==> src/rtl/threadkraken_mmu.sv <==
`default_nettype none
// ============================================================================
// Module   : threadkraken_mmu
// Purpose  : Segment-translating I/D responder with single-word fill buffers
//            and a refill/write-through FSM on one backing-memory port.
// Revision : 1.0 - initial release
// ============================================================================
module threadkraken_mmu #(
  parameter logic [31:0] RESET_LIMIT = 32'h0001_0000
) (
  input  logic        clk,
  input  logic        rst_n,
  input  logic [31:0] i_addr,
  input  logic        i_rd,
  input  logic [2:0]  i_trd,
  output logic [31:0] i_rd_data,
  output logic        i_miss,
  output logic        i_segfault,
  input  logic [31:0] d_addr,
  input  logic [31:0] d_wr_data,
  input  logic        d_rd,
  input  logic        d_wr,
  input  logic [2:0]  d_trd,
  output logic [31:0] d_rd_data,
  output logic        d_miss,
  output logic        d_segfault,
  input  logic        cfg_we,
  input  logic [2:0]  cfg_trd,
  input  logic        cfg_lim,
  input  logic [31:0] cfg_wdata,
  output logic        mem_req,
  output logic        mem_we,
  output logic [31:0] mem_addr,
  output logic [31:0] mem_wdata,
  input  logic [31:0] mem_rdata,
  input  logic        mem_ack
);

  typedef enum logic [1:0] {
    S_IDLE   = 2'd0,
    S_FILL_I = 2'd1,
    S_FILL_D = 2'd2,
    S_WRITE  = 2'd3
  } state_t;

  state_t      r_state;
  logic [31:0] r_base  [8];
  logic [31:0] r_limit [8];
  logic        r_ib_valid;
  logic [31:0] r_ib_tag;
  logic [31:0] r_ib_data;
  logic        r_db_valid;
  logic [31:0] r_db_tag;
  logic [31:0] r_db_data;

  logic [31:0] w_i_pa;
  logic [31:0] w_d_pa;
  logic        w_i_fault;
  logic        w_i_hit;
  logic        w_i_need;
  logic        w_d_fault;
  logic        w_d_store;
  logic        w_d_load;
  logic        w_d_hit;
  logic        w_d_need;
  logic        w_idle;
  logic        w_d_start;
  logic        w_i_start;

  assign w_i_pa    = r_base[i_trd] + i_addr;
  assign w_d_pa    = r_base[d_trd] + d_addr;
  assign w_i_fault = i_rd && ((i_addr >= r_limit[i_trd]) || (i_addr[1:0] != 2'b00));
  assign w_i_hit   = i_rd && !w_i_fault && r_ib_valid && (r_ib_tag == w_i_pa);
  assign w_i_need  = i_rd && !w_i_fault && !w_i_hit;
  assign w_d_fault = (d_rd || d_wr) &&
                     ((d_addr >= r_limit[d_trd]) || (d_addr[1:0] != 2'b00));
  assign w_d_store = d_wr && !w_d_fault;
  assign w_d_load  = d_rd && !d_wr && !w_d_fault;
  assign w_d_hit   = w_d_load && r_db_valid && (r_db_tag == w_d_pa);
  assign w_d_need  = w_d_load && !w_d_hit;
  assign w_idle    = (r_state == S_IDLE);
  // Data side owns the port whenever it wants it; the fetch simply replays.
  assign w_d_start = w_idle && (w_d_store || w_d_need);
  assign w_i_start = w_idle && !w_d_start && w_i_need;

  always_ff @(posedge clk or negedge rst_n) begin
    if (!rst_n) begin
      for (int k = 0; k < 8; k++) begin
        r_base[k]  <= 32'h0;
        r_limit[k] <= (k == 0) ? RESET_LIMIT : 32'h0;
      end
    end else if (cfg_we) begin
      if (cfg_lim) r_limit[cfg_trd] <= cfg_wdata;
      else         r_base[cfg_trd]  <= cfg_wdata;
    end
  end

  always_ff @(posedge clk or negedge rst_n) begin
    if (!rst_n) begin
      r_state    <= S_IDLE;
      r_ib_valid <= 1'b0;
      r_ib_tag   <= 32'h0;
      r_ib_data  <= 32'h0;
      r_db_valid <= 1'b0;
      r_db_tag   <= 32'h0;
      r_db_data  <= 32'h0;
      i_rd_data  <= 32'h0;
      i_miss     <= 1'b0;
      i_segfault <= 1'b0;
      d_rd_data  <= 32'h0;
      d_miss     <= 1'b0;
      d_segfault <= 1'b0;
      mem_req    <= 1'b0;
      mem_we     <= 1'b0;
      mem_addr   <= 32'h0;
      mem_wdata  <= 32'h0;
    end else begin
      i_rd_data  <= w_i_hit ? r_ib_data : 32'h0;
      i_miss     <= w_i_need;
      i_segfault <= w_i_fault;
      d_rd_data  <= w_d_hit ? r_db_data : 32'h0;
      d_miss     <= w_d_need || (w_d_store && !w_idle);
      d_segfault <= w_d_fault;

      case (r_state)
        S_IDLE: begin
          if (w_d_start) begin
            r_state   <= w_d_store ? S_WRITE : S_FILL_D;
            mem_req   <= 1'b1;
            mem_we    <= w_d_store;
            mem_addr  <= w_d_pa;
            mem_wdata <= w_d_store ? d_wr_data : 32'h0;
            // Keep both buffers coherent with the write-through.
            if (w_d_store && (r_ib_tag == w_d_pa)) r_ib_data <= d_wr_data;
            if (w_d_store && (r_db_tag == w_d_pa)) r_db_data <= d_wr_data;
          end else if (w_i_start) begin
            r_state   <= S_FILL_I;
            mem_req   <= 1'b1;
            mem_we    <= 1'b0;
            mem_addr  <= w_i_pa;
            mem_wdata <= 32'h0;
          end
        end
        default: begin
          if (mem_ack) begin
            r_state <= S_IDLE;
            mem_req <= 1'b0;
            mem_we  <= 1'b0;
            if (r_state == S_FILL_I) begin
              r_ib_valid <= 1'b1;
              r_ib_tag   <= mem_addr;
              r_ib_data  <= mem_rdata;
            end
            if (r_state == S_FILL_D) begin
              r_db_valid <= 1'b1;
              r_db_tag   <= mem_addr;
              r_db_data  <= mem_rdata;
            end
          end
        end
      endcase
    end
  end

endmodule
`default_nettype wire

==> config.mk <==
export PLATFORM = sky130hd
export DESIGN_NAME = threadkraken_mmu
export DESIGN_NICKNAME = d
export VERILOG_FILES = /design/src/rtl/threadkraken_mmu.sv
export SDC_FILE = /design/constraint.sdc
export NUM_CORES = 1
export LEC_CHECK = 0
export ABC_AREA = 0
export CAP_MARGIN = 20
export CORE_MARGIN = 1.5
export CORE_UTILIZATION = 50
export DETAILED_ROUTE_END_ITERATION = 10
export PLACE_DENSITY_LB_ADDON = 0.1
export SLEW_MARGIN = 20
export SYNTH_ARGS = -nofsm -noshare
export SYNTH_HDL_FRONTEND = slang
export SYNTH_SLANG_ARGS = --single-unit
==> constraint.sdc <==
create_clock -name clk -period 13.75 [get_ports clk]
set_clock_uncertainty 0.05 [all_clocks]
set_input_delay 2.75 -clock clk [delete_from_list [all_inputs] [get_ports clk]]
set_output_delay 2.75 -clock clk [all_outputs]
set_load 0.02 [all_outputs]
---- Word-level counts from Yosys, hierarchy flattened ----
Index checks and enable logic that the tools add are counted.
Widths: inputs -> output; s select.
cells by class
  multiplexer cells ....................... 45
  reduce and logical (&&, ||, !) cells .... 46
  equality and inequality tests ........... 9
  bitwise operators ....................... 5
  $add $sub $neg .......................... 2
  $lt $le $gt $ge ......................... 6
operator list
  cell                count
  $mux 32             26
  $bwmux 256          2
  $bmux 32 s3         4
  $demux 32 s3        1
  $eq 32x32->1        3
  $add 32x32->32      2
  $ge 32x32->1        2
  $logic_and 1x1->1   19
  $ge 4x4->1 const B  3
  $not 3->4           3
  $reduce_bool 2->1   6
  $mux 1              8
  $mux 2              4
  $reduce_and 2->1    4
  $reduce_and 4->1    2
  $logic_not 1->1     7
  $ne 2x1->1 const B  3
  $reduce_and 3->1    2
  $logic_or 1x1->1    5
  $lt 4x1->1 const B  1
  $ne 3x1->1 const B  1
  $eq 2x1->1 const B  1
  $eq 2x2->1 const B  1
  $logic_not 2->1     1
  $not 1->1           2
word-level totals
  word-level logic and storage cells ...... 146
  bits in registers ....................... 778
  bits of input ports ..................... 177

---- Longest topological paths before layout ----
Gate-level depths: netlist of run 1.
  depth in word-level cells ............... 21
  gate-level depth with buffers ........... 21

---- Worst setup path after synthesis of run 1 ----
OpenSTA, ideal clock, no wires.
  path kind ............................... input to register
  from .................................... input d_trd[0]
  to ...................................... register mem_addr[10]
  stages on the path ...................... 20
  setup slack ............................. 5.579 ns
  arrival time ............................ 7.996 ns
  path through ............................ clkbuf_1 > buf_1 > mux4_2 > mux2_2 > ha_1 > buf_2 > a21oi_2 > o21bai_1 > a221o_1 > a221o_1 > a21oi_1 > xnor3_1 > a2111oi_0 > nand2_1 > nor4_2 > o21ai_2 > o21a_1 > buf_6 > buf_6 > mux2_4
between the ends
  word-level cells in the longest chain between the ends .. 20
  elaborated cells between the ends (all ways) .. 27
  classes of those cells .................. add/sub (1); order compare (1); eq/ne (1); mux (7); bitwise (1); reduce/logical (16)
RTL lines
  item                                                     RTL line  source
  start: declaration                                       23        input logic [2:0] d_trd,
  $not 3->4 (not written as such) *                        71, 76
  branches (longest 19 deep; another with $add 32x32->32)  -
  end signal: assignment                                   131       mem_addr <= w_d_pa;
  end signal: assignment                                   140       mem_addr <= w_i_pa;
  end: declaration                                         33        output logic [31:0] mem_addr,
Every way passes the cells marked *. The select of a mux whose other input is x is not followed.
A chain may end at the register's enable or synchronous reset.

---- Worst setup path in the final report of run 1 ----
  from .................................... input d_trd[0]
  to ...................................... register r_db_data[21]
between the ends
  word-level cells in the longest chain between the ends .. 17
  elaborated cells between the ends (all ways) .. 25
  classes of those cells .................. add/sub (1); order compare (1); eq/ne (3); mux (6); bitwise (1); reduce/logical (13)
RTL lines
  item                                                     RTL line  source
  $not 3->4 (not written as such) *                        71, 76
  branches (longest 15 deep; another with $add 32x32->32)  -
  $reduce_and 4->1 (no source line) *                      -
  end signal: assignment                                   135       if (w_d_store && (r_db_tag == w_d_pa)) r_db_data <= d_wr_data;
  end signal: assignment                                   157       r_db_data <= mem_rdata;
  end: declaration                                         54        logic [31:0] r_db_data;
Marked as above.

==> results.ini, run 1 <==
[finish]
syn_to_final_growth_pct = 16.29
fin_area_mm2 = 0.05142
fill_cells = 6981
fin_util_pct = 58.99
fin_cells = 4930
drive_above_1_share_pct = 31.63
fin_nets = 4004

[logic_synthesis]
yosys.area.top_type = dfrtp_1
ys.flop_type = dfrtp_1
synth_top_area_share_pct = 43.98
synth-seq-cells = 778
yosysWarnings = 0
synthTopCellsByArea = dfrtp_1, mux2_2, mux4_2
ys_top_cells_by_count = dfrtp_1, mux2_2, nand2_1, mux4_2, clkbuf_1
synth_cells = 3507
synthArstFlopShare_pct = 100.0
syn_nets = 3812
synth-edff-count = 0
seq_area_frac_synth_pct = 44.04
synthMostInstantiatedCell = dfrtp_1
synth_cell_types = 86
synth_area_mm2 = 0.04421
post_synth.cell_area_avg_um2 = 12.61

[clock_tree]
path_clk_slew_ns = 0.06
cts_buffers = 88
clock_latency_ns = 0.70
clkSinkCount = 778
post-cts-setup-buffer-count = 0
postCtsResizedCells = 0
cts_max_level = 3
cts_hold_buf = 0
cts_tree = yes
root_buffer = clkbuf_16
clockBufferDepth = 3

[setup_path]
start_kind = primary input
crit_required_ns = 14.25
path_max_fanout = 93
end_kind = register
reg2reg_to = mem_addr[25]
ff2ff_path_depth = 17
critPathArrivalTime_ns = 10.07
ff2ff_setup_slack_ns = 6.83
reg2reg_from = r_base[138]
critPathKind = in -> reg

[placement]
place_ws_ns = 3.506
gp_congestion = 1.004
portBuffers = 310
placed_area_mm2 = 0.04836
dp_hpwl_um = 103800
dp.cells = 4763

[sta]
worst_pin_slew_ns = 1.121
slew_headroom_pct = 24.27
max_freq_mhz = 104.6
finalHoldWorstSlack_ns = 0.4203
fin_setup_tns_ns = 0
hold_violations = 0
post-route-period-util_pct = 69.56
finalMaxSlewViolations = 0
rsz0062_at_grt = no
setup_ws_ns = 4.186
post-route-min-period_ns = 9.564
setup_viol = 0

[floorplanning]
die-area_mm2 = 0.09022
fp.dieH_um = 300.4
row_count = 108
pin_count = 311
start_util_pct = 50.73
die_w_um = 300.4
coreArea_mm2 = 0.08716

[job]
max-cap-violations = 0

[drt]
totalWireLength_um = 147000
postRouteAntennaNets = 0
firstDrtPassIters = 5
vias = 31400
viasPerCell = 6.369
wire_per_inst_um = 29.82
drc = 0
drtIter0Drc = 2797

[grt]
grt_max_degree = 205
grt_pass1_wl_um = 216600
grt-ovfl-total = 0
antenna_found_initial = 8
grt_pass1_vias = 31740
grt_usage_pct = 32.73

[min_path]
hold_start = r_db_data[19]
hold_class = reg -> reg
whs_path_depth = 1
min_to = d_rd_data[19]

[power]
finalPower_mw = 9.573
ir_drop_mv = 0.1208
p_leak_nw = 21.77
p_per_area_mw_per_mm2 = 186.2

[outcome]
status = complete, no violations

[power by group]
part	switching [mW]	internal [mW]
clock network	0.997	1.43
logic	1.97	1.72
registers	0.535	2.93
[sequential cells by signal, indices dropped and copies added (netlist names), 2 cells and up]
register	cells
d_rd_data	32
i_rd_data	32
mem_addr	32
mem_wdata	32
r_base	256
r_db_data	32
r_db_tag	32
r_ib_data	32
r_ib_tag	32
r_limit	256
r_state	2
[logic make-up (layout without fill, tap and decap cells)]
| group | count (synthesis) | count (layout) | synth area share (%) |
|---|---|---|---|
| AOI/OAI and AO/OA | 412 | 412 | 6.033 |
| muxes | 1019 | 1019 | 32.38 |
| other | 0 | 3 | 0 |
| DFF | 778 | 778 | 44.04 |
| adders and majority gates | 128 | 128 | 3.656 |
| and+or+nand+nor | 692 | 692 | 7.692 |
| buffers and inverters | 327 | 592 | 2.884 |
| xor gates and xnor gates | 151 | 151 | 3.319 |
[cell type report]
class                   instances  area (um^2)  area share (%)
repair buffers                356         3590           6.981
diodes                          3        7.507         0.01460
clock inverters                39        484.2          0.9417
clock buffers                 124         2539           4.937
flip-flops and latches        778        19470           37.87
inverters                      73        274.0          0.5329
multi-input cells            2402        23610           45.92
well taps                    1155         1445           2.811
[worst max-delay path: stages]
cell and delay [ns]:
clkbuf_8 0.40, buf_12 0.58, mux4_2 0.60, mux2_2 0.32, ha_1 0.61, a21oi_1 0.13, o21ai_0 0.58, a221oi_1 0.32
and2_1 0.31, o21ai_0 0.72, xnor3_1 0.40, nand4_1 0.18, nor3_1 0.35, nand4_1 0.22, a21oi_4 0.68, buf_16 0.23
mux2_2 0.35
[worst max-delay path by stage]
stage / startpoint / endpoint / depth (start not counted)
2_1_floorplan: d_trd[0] / mem_addr[10] / 20
3_3_place_gp: d_trd[0] / r_db_data[16] / 16
4_1_cts: d_trd[0] / mem_addr[30] / 18
6_report: d_trd[0] / r_db_data[21] / 17
5_1_grt: d_trd[0] / mem_addr[13] / 18
3_5_place_dp: d_trd[0] / mem_addr[30] / 18
[layer usage]
| metal | global-route usage [%] | wire [um] | share of wire (%) |
|---|---|---|---|
| met1 | 46.33 | 63800 | 43 |
| met2 | 51.01 | 68560 | 47 |
| met3 | 7.183 | 10720 | 7.3 |
| met4 | 8.995 | 3870 | 2.6 |
| met5 | 0 | 40 | 0.027 |
[placed cells by master (no fill, tap or decap), types with 72 or more instances in the layout]
cell type and instances:
clkdlybuf4s50_1 303, a21oi_1 96, dfrtp_1 777, xnor2_1 80, inv_1 72, o21ai_0 125
mux2_2 672, ha_1 126, mux4_2 256, and2_1 72, clkbuf_16 89, nand2_1 280
mux2i_1 78
Note: power is estimated with default switching activity, not from simulation.
==> inputs of run 2 (changes only) <==
Clock period 13.75 ns to 8.4 ns, I/O delays scaled along.
==> results.ini, run 2 (synthesis results as in run 1) <==
[clock_tree]
cts_max_level = 3  ; unchanged
post-cts-setup-buffer-count = 0  ; unchanged
cts_tree = yes
clockBufferDepth = 3  ; unchanged
path_clk_slew_ns = 0.06  ; about the same
clkSinkCount = 778  ; unchanged
clock_latency_ns = 0.69  ; about the same
root_buffer = clkbuf_16
cts_buffers = 87  ; -1.1%
cts_hold_buf = 0  ; unchanged
postCtsResizedCells = 0  ; unchanged

[floorplanning]
pin_count = 311  ; unchanged
coreArea_mm2 = 0.08716  ; unchanged
row_count = 108  ; unchanged
die_w_um = 300.4  ; unchanged
fp.dieH_um = 300.4  ; unchanged
start_util_pct = 50.73  ; unchanged
die-area_mm2 = 0.09022  ; unchanged

[sta]
slew_headroom_pct = 23.33  ; -0.94 points
hold_violations = 0  ; unchanged
post-route-min-period_ns = 7.262
setup_viol = 0  ; unchanged
worst_pin_slew_ns = 1.121  ; -0.0001909 ns
finalMaxSlewViolations = 0  ; unchanged
max_freq_mhz = 137.7
setup_ws_ns = 1.138  ; -3.048 ns
rsz0062_at_grt = no
fin_setup_tns_ns = 0  ; unchanged
post-route-period-util_pct = 86.45

[grt]
grt-ovfl-total = 0  ; unchanged
grt_usage_pct = 32.42  ; -0.31 points
antenna_found_initial = 7  ; -1
grt_pass1_wl_um = 215900  ; -0.34%
grt_pass1_vias = 32380  ; +2.0%
grt_max_degree = 170  ; -17%

[setup_path]
reg2reg_to = mem_addr[25]
ff2ff_setup_slack_ns = 2.42  ; -4.41 ns
critPathArrivalTime_ns = 7.75  ; -2.32 ns
path_max_fanout = 43  ; -54%
critPathKind = in -> reg
start_kind = primary input
crit_start = d_trd[0]
crit_required_ns = 8.89  ; -5.36 ns
end_kind = register
endpoint = mem_addr[25]
ff2ff_path_depth = 20  ; +3
reg2reg_from = r_base[0]

[power]
p_leak_nw = 21.97  ; +0.91%
ir_drop_mv = 0.1998  ; +65%
p_per_area_mw_per_mm2 = 302.3  ; +62%

[drt]
totalWireLength_um = 145800  ; -0.82%
viasPerCell = 6.335  ; -0.54%
drtIter0Drc = 2713  ; -3.0%
drc = 0  ; unchanged
postRouteAntennaNets = 0  ; unchanged
firstDrtPassIters = 5  ; unchanged
vias = 31530  ; +0.41%
wire_per_inst_um = 29.29  ; -1.8%

[finish]
final_cell_mix = dfrtp_1, mux2_2, clkdlybuf4s50_1
fin_nets = 4055  ; +1.3%
fin_area_mm2 = 0.05171  ; +0.57%
multi_input_area_mm2 = 0.02361  ; about the same
fill_cells = 7040  ; +0.85%
reg_top3 = r_base: 256 flops, r_limit: 256 flops
fin_util_pct = 59.33  ; +0.34 points
drive_above_1_share_pct = 32.26  ; +0.63 points
syn_to_final_growth_pct = 16.96
regArea_mm2 = 0.01947  ; unchanged
final_common_cell = dfrtp_1

[placement]
portBuffers = 310  ; unchanged
place_ws_ns = 0.4094  ; -3.096 ns
placed_area_mm2 = 0.04879  ; +0.90%
gp_congestion = 1.025  ; +2.1%
dp_hpwl_um = 105600  ; +1.8%

[outcome]
status = complete, no violations

[job]
max-cap-violations = 0  ; unchanged

[min_path]
hold_class = reg -> reg

-- run 2: cell count changes in the layout (fill, tap and decap cells not counted), sizes merged --
cell      change
buf          +52
clkinv       -11
clkbuf       +10
clkinvlp      -5
bufinv        -3
diode         +3
inv           +1
-- run 2: layout make-up --
| cell class | count | share of cell area, % |
|---|---|---|
| multi-input cells | 2402 | 45.66 |
| well taps | 1155 | 2.795 |
| clock buffers | 134 | 5.018 |
| repair buffers | 408 | 7.726 |
| inverters | 73 | 0.5299 |
| diodes | 6 | 0.02903 |
| flip-flops and latches | 778 | 37.65 |
| clock inverters | 21 | 0.5952 |
-- run 2: how the worst min path moves through the flow --
stage	from	to	depth (start not counted)
after global routing	r_ib_valid	r_ib_valid	1
after global placement	r_ib_valid	r_ib_valid	1
after detailed placement	r_ib_valid	r_ib_valid	1
final	r_ib_data[8]	i_rd_data[8]	1
after CTS	r_ib_data[8]	i_rd_data[8]	1
after floorplan	r_ib_valid	r_ib_valid	1
-- run 2: through the flow --
step | hold WS, ns | power [mW] | cells
2_1_floorplan | 0.3753 | 9.363 | 3507
3_3_place_gp | 0.4015 | 11.52 | 4815
3_5_place_dp | 0.3951 | 11.72 | 4816
4_1_cts | 0.4143 | 15.63 | 4971
5_1_grt | 0.4296 | 16.38 | 4977
6_report | 0.4161 | 15.63 | 4977
-- run 2: routing by layer --
layer / vias to the layer above / global-route usage (%) / share of wire (%)
li1: 13500 / - / -
met1: 16630 / 46.20 / 44
met2: 1175 / 51.20 / 47
met3: 222 / 5.347 / 6.5
met4: 2 / 9.548 / 2.9
met5: - / 0 / 0.0089
-- run 2: critical path, stage by stage --
cell	delay (ns)
clkbuf_8	0.38
buf_4	0.32
mux4_2	0.53
mux2_2	0.30
ha_1	0.43
a21oi_1	0.32
o21ai_0	0.26
or3_1	0.43
xnor2_1	0.62
xnor2_1	0.20
a2111oi_0	0.56
nand4_1	0.21
nor4_2	0.48
o21ai_2	0.14
o21a_2	0.24
buf_4	0.28
mux2_4	0.35
-- run 2: power breakdown --
part	internal, mW	total, mW	leakage, nW	switching [mW]
clock	2.26	3.86	1.42	1.60
combinational	2.85	6.12	10.9	3.26
sequential	4.79	5.66	9.68	0.869
total	9.90	15.6	22.0	5.73
